$ cat src/rtl/speed_ramp_controller.sv
// speed_ramp_controller
//   Game-state sequencer in front of the tick clock divider. Loads the start
//   speed when a game begins and raises it by STEP every POINTS_PER_STEP
//   points, up to MAX_SPEED. Holds the divider in reset while the game is
//   idle, paused or over.
//
// Optional feature macro: HIGH_SCORE_EN (adds the highScore output).
//
// Ports:
//   inClock      in   system clock
//   reset        in   synchronous active-high reset
//   start        in   start/restart request, acts on its rising edge
//   pause        in   level-sensitive pause request
//   crash        in   collision indication (level), acted on in RUN/PAUSED
//   scorePulse   in   point scored, rising edge counts one point
//   speed        out  [19:0] speed value for the divider
//   dividerReset out  hold the divider in reset
//   running      out  high only while the game is running
//   level        out  [7:0] current difficulty level
//   score        out  [15:0] current score
//   highScore    out  [15:0] best score seen since reset (HIGH_SCORE_EN only)
module speed_ramp_controller #(
    parameter int START_SPEED     = 100,
    parameter int MAX_SPEED       = 400,
    parameter int STEP            = 10,
    parameter int POINTS_PER_STEP = 5
) (
    input  logic        inClock,
    input  logic        reset,
    input  logic        start,
    input  logic        pause,
    input  logic        crash,
    input  logic        scorePulse,
    output logic [19:0] speed,
    output logic        dividerReset,
    output logic        running,
    output logic [7:0]  level,
    output logic [15:0] score
`ifdef HIGH_SCORE_EN
    ,
    output logic [15:0] highScore
`endif
);

    localparam logic [19:0] START_V    = 20'(START_SPEED);
    localparam logic [20:0] MAX_W      = 21'(MAX_SPEED);
    localparam logic [20:0] STEP_W     = 21'(STEP);
    localparam logic [15:0] PTS_LAST   = 16'(POINTS_PER_STEP - 1);

    typedef enum logic [1:0] {
        IDLE   = 2'd0,
        RUN    = 2'd1,
        PAUSED = 2'd2,
        OVER   = 2'd3
    } state_t;

    state_t      state, state_n;
    logic        start_q, score_q;
    logic [15:0] point_cnt, point_cnt_n;
    logic [19:0] speed_n;
    logic        divider_reset_n, running_n;
    logic [7:0]  level_n;
    logic [15:0] score_n;
    logic [20:0] speed_sum;
    logic        start_edge, score_edge;

    assign start_edge = start & ~start_q;
    assign score_edge = scorePulse & ~score_q;
    // Sum carried at 21 bits so an overflow past bit 19 still clamps.
    assign speed_sum  = {1'b0, speed} + STEP_W;

    always_comb begin
        state_n         = state;
        speed_n         = speed;
        divider_reset_n = 1'b1;
        running_n       = 1'b0;
        level_n         = level;
        score_n         = score;
        point_cnt_n     = point_cnt;

        unique case (state)
            IDLE: begin
                speed_n = START_V;
                if (start_edge) begin
                    state_n         = RUN;
                    divider_reset_n = 1'b0;
                    running_n       = 1'b1;
                    level_n         = '0;
                    score_n         = '0;
                    point_cnt_n     = '0;
                end
            end
            RUN: begin
                if (crash) begin
                    state_n = OVER;
                end else if (pause) begin
                    state_n = PAUSED;
                end else begin
                    divider_reset_n = 1'b0;
                    running_n       = 1'b1;
                    if (score_edge) begin
                        if (score != '1)
                            score_n = score + 16'd1;
                        if (point_cnt == PTS_LAST) begin
                            point_cnt_n = '0;
                            if (level != '1)
                                level_n = level + 8'd1;
                            speed_n = (speed_sum > MAX_W) ? MAX_W[19:0] : speed_sum[19:0];
                        end else begin
                            point_cnt_n = point_cnt + 16'd1;
                        end
                    end
                end
            end
            PAUSED: begin
                if (crash) begin
                    state_n = OVER;
                end else if (!pause) begin
                    state_n         = RUN;
                    divider_reset_n = 1'b0;
                    running_n       = 1'b1;
                end
            end
            OVER: begin
                if (start_edge) begin
                    state_n         = RUN;
                    divider_reset_n = 1'b0;
                    running_n       = 1'b1;
                    speed_n         = START_V;
                    level_n         = '0;
                    score_n         = '0;
                    point_cnt_n     = '0;
                end
            end
            default: state_n = IDLE;
        endcase
    end

    always_ff @(posedge inClock) begin
        if (reset) begin
            state        <= IDLE;
            speed        <= START_V;
            dividerReset <= 1'b1;
            running      <= 1'b0;
            level        <= '0;
            score        <= '0;
            point_cnt    <= '0;
            start_q      <= 1'b0;
            score_q      <= 1'b0;
        end else begin
            state        <= state_n;
            speed        <= speed_n;
            dividerReset <= divider_reset_n;
            running      <= running_n;
            level        <= level_n;
            score        <= score_n;
            point_cnt    <= point_cnt_n;
            start_q      <= start;
            score_q      <= scorePulse;
        end
    end

`ifdef HIGH_SCORE_EN
    // Score is frozen on the cycle that enters OVER, so the current score
    // is the final one for the game.
    always_ff @(posedge inClock) begin
        if (reset)
            highScore <= '0;
        else if (state_n == OVER && state != OVER && score > highScore)
            highScore <= score;
    end
`endif

endmodule

$ cat config.mk
export PLATFORM = sky130hd
export DESIGN_NAME = speed_ramp_controller
export DESIGN_NICKNAME = d
export VERILOG_FILES = /design/src/rtl/speed_ramp_controller.sv
export SDC_FILE = /design/constraint.sdc
export NUM_CORES = 1
export LEC_CHECK = 0
export CORE_ASPECT_RATIO = 0.9
export CORE_UTILIZATION = 54
export DETAILED_ROUTE_END_ITERATION = 6
export PLACE_DENSITY_LB_ADDON = 0.05
export SLEW_MARGIN = 20
export SYNTH_ARGS = -nofsm -noshare
export SYNTH_HDL_FRONTEND = slang
export SYNTH_SLANG_ARGS = --single-unit
$ cat constraint.sdc
create_clock -name inClock -period 2.8 [get_ports inClock]
set_clock_uncertainty 0.1 [all_clocks]
set_input_delay 0.28 -clock inClock [delete_from_list [all_inputs] [get_ports inClock]]
set_output_delay 0.28 -clock inClock [all_outputs]
set_load 0.005 [all_outputs]
==> results.json <==
{
  "reg2reg_slack_ps": 260,
  "critPathLaunchType": "flop",
  "antenna_left": 0,
  "fillers": 510,
  "yosysSeqAreaShare_pct": 38.2,
  "syn_to_final_growth_pct": 26.2,
  "min_path_type": "flop to flop",
  "core-area_um2": 6110,
  "avgSynthCellArea_um2": 8.28,
  "ys_types": 59,
  "gp_congestion": 0.871,
  "regArea_um2": 1300,
  "layout_commonest_cell": "dfxtp_1",
  "die_h_um": 77.3,
  "start_util_pct": 55.6,
  "multi_input_area_um2": 1990,
  "max_freq_ghz": 0.393,
  "holdPathEnd": "score[1]",
  "drive_gt1_share_pct": 8.81,
  "async_reset_ff_share_pct": 0,
  "num_rows": 27,
  "diodes": 0,
  "ff2ff_path_depth": 8,
  "placed_cells": 548,
  "drtIter0Drc": 151,
  "die_area_um2": 6620,
  "crit_required_ps": 2940,
  "drv_cap": 0,
  "status": "completed",
  "hold_viol": 0,
  "cts_resized": 0,
  "synth-edff-count": 0,
  "r2r-start": "speed[1]",
  "cts.path.max_buffers": 2,
  "layout_common_cells": "65 x dfxtp_1, 53 x nor2_1, 50 x clkdlybuf4s50_1",
  "fin_util_pct": 70.2,
  "vdd_drop_max_mv": 0.547,
  "hold_buffers": 0,
  "track_usage_pct": 25.8,
  "final_max_slew_viol_count": 0,
  "r2r_end": "speed[1]",
  "grt_pass1_wl_um": 13600,
  "vias_per_cell": 5.73,
  "ios": 52,
  "die_x_um": 85.7,
  "power.total_mw": 2.87,
  "critical_path.cell_chain": "ha_1, o2111ai_1, buf_4, nor4_1, mux2_2, a21oi_1, nand4_1, o41ai_1",
  "relSlewSlack_pct": 56.6,
  "wl_per_cell_um": 14.2,
  "synth_warnings": 0,
  "totalWireLength_um": 8010,
  "clkTransAtPathRegs_ps": 70,
  "finalSetupViolations": 0,
  "post-route-period-util_pct": 90.9,
  "post-cts-setup-buffer-count": 0,
  "rsz0062_at_grt": "false",
  "path_class": "flop to flop",
  "clock-sinks": 65,
  "crit_arrival_ps": 2690,
  "synth_fp_nets": 426,
  "post-route-min-period_ps": 2540,
  "antenna_found_initial": 0,
  "ys.flop_type": "dfxtp_1",
  "tightest_slew_ps": 645,
  "grt_max_degree": 29,
  "grt_pass1_vias": 2927,
  "cp_top_family": "compound AO/OA/AOI/OAI gates",
  "hp-start": "score[1]",
  "cts_buffers": 9,
  "drc_errors": 0,
  "portBuffers": 50,
  "end_kind": "flop",
  "grt_overflow_total": 0,
  "dpl.hpwl_um": 5600,
  "synthCells": 411,
  "h-tree-depth": 3,
  "layout.nets": 487,
  "stdcell_count": 564,
  "leakage_nw": 1.49,
  "critPathSlowestCell": "dfxtp_1",
  "root_buffer": "clkbuf_8",
  "drt_pass1_iterations": 4,
  "num_vias": 3230,
  "ys_ff_latch": 65,
  "clk_latency_ps": 340,
  "holdPathStages": 2,
  "critPathBufInv": 1,
  "power_density_nw_per_um2": 669,
  "max_stage_delay_ps": 500,
  "syn_area_um2": 3400,
  "cts_tree": "done",
  "finalSetupTns_ps": 0,
  "cp_max_fo": 8
}
[cell usage after synthesis, drive strengths merged, types with 4 or more instances]
cell type   n  area share [%]
dfxtp      65              38
nor2       53             5.8
nand2      27             3.0
nand3      20             2.9
nand4      20             3.7
xor2       19             4.9
o21ai      16             2.4
a21oi      15             2.3
and2       14             2.6
nor3       14             2.1
clkbuf     13             1.4
inv        13             1.4
and3       10             1.8
ha          9             3.3
or3         9             1.8
xnor2       9             2.3
a211oi      6             1.3
a31oi       6             1.1
nor4        5            0.92
mux2i       4             1.3
nand2b      4            0.74
o21bai      4            0.88
or4         4            0.88
[worst max path at each step]
stage                   from       end  slack (ps)  depth (start not counted)
floorplan           state[0]  level[5]         370                          8
global placement       crash  level[7]         160                          7
detailed placement     crash  level[5]         110                          7
CTS                 speed[8]  speed[7]         150                          6
global route        speed[8]  speed[1]          20                          6
finish              speed[1]  speed[1]         260                          8
[metrics by stage]
step	hold WS (ps)	setup WS, ps	cell area [um2]
after floorplan	308	365	3400
after global placement	390	159	4070
after detailed placement	404	107	4070
after CTS	414	148	4280
after global routing	424	17.9	4290
final	410	255	4290
[state kept, by name, indices dropped and copies added, names as in the netlist]
register      cells
speed            19
point_cnt        16
score            16
level             8
state             2
dividerReset      1
running           1
score_q           1
start_q           1
[kinds of logic after synthesis]
| logic type | after synthesis | share of synthesized area (%) |
|---|---|---|
| simple gates | 200 | 31.4 |
| compound gates | 74 | 14.6 |
| other cells | 1 | 0.110 |
| fa+ha+maj | 9 | 3.31 |
| xor+xnor | 28 | 7.21 |
| buf+inv | 29 | 3.53 |
| flops | 65 | 38.2 |
| mux | 5 | 1.62 |
[area by class of cell]
| type | count | share of cell area [%] |
|---|---|---|
| Clock buffer | 14 | 4.02 |
| Sequential cell | 65 | 30.3 |
| Clock inverter | 2 | 0.816 |
| Tap cell | 87 | 2.53 |
| Multi-Input combinational cell | 317 | 46.4 |
| Timing Repair Buffer | 66 | 14.7 |
| Inverter | 13 | 1.14 |
[routing by layer]
metal,part of all wire [%],global-route usage [%],vias up,wire [um]
met1,49,35.6,1523,3920
met5,0,0,-,0
met4,1.2,8.00,0,97
li1,-,-,1616,-
met3,5.5,6.46,9,438
met2,44,39.6,82,3560
[power by group]
group	leakage, nW	internal [mW]	switching (mW)	total [mW]
clock	0.107	0.484	0.342	0.826
sequential	0.526	0.979	0.0521	1.03
combinational	0.858	0.408	0.609	1.02
[worst reg2reg max path, stage by stage, from the launching register on]
cell       delay [ps]
dfxtp_1           500
ha_1              220
o2111ai_1         100
buf_4             190
nor4_1            240
mux2_2            370
a21oi_1           230
nand4_1           180
o41ai_1           320
Power figures use the tool's default switching activity.
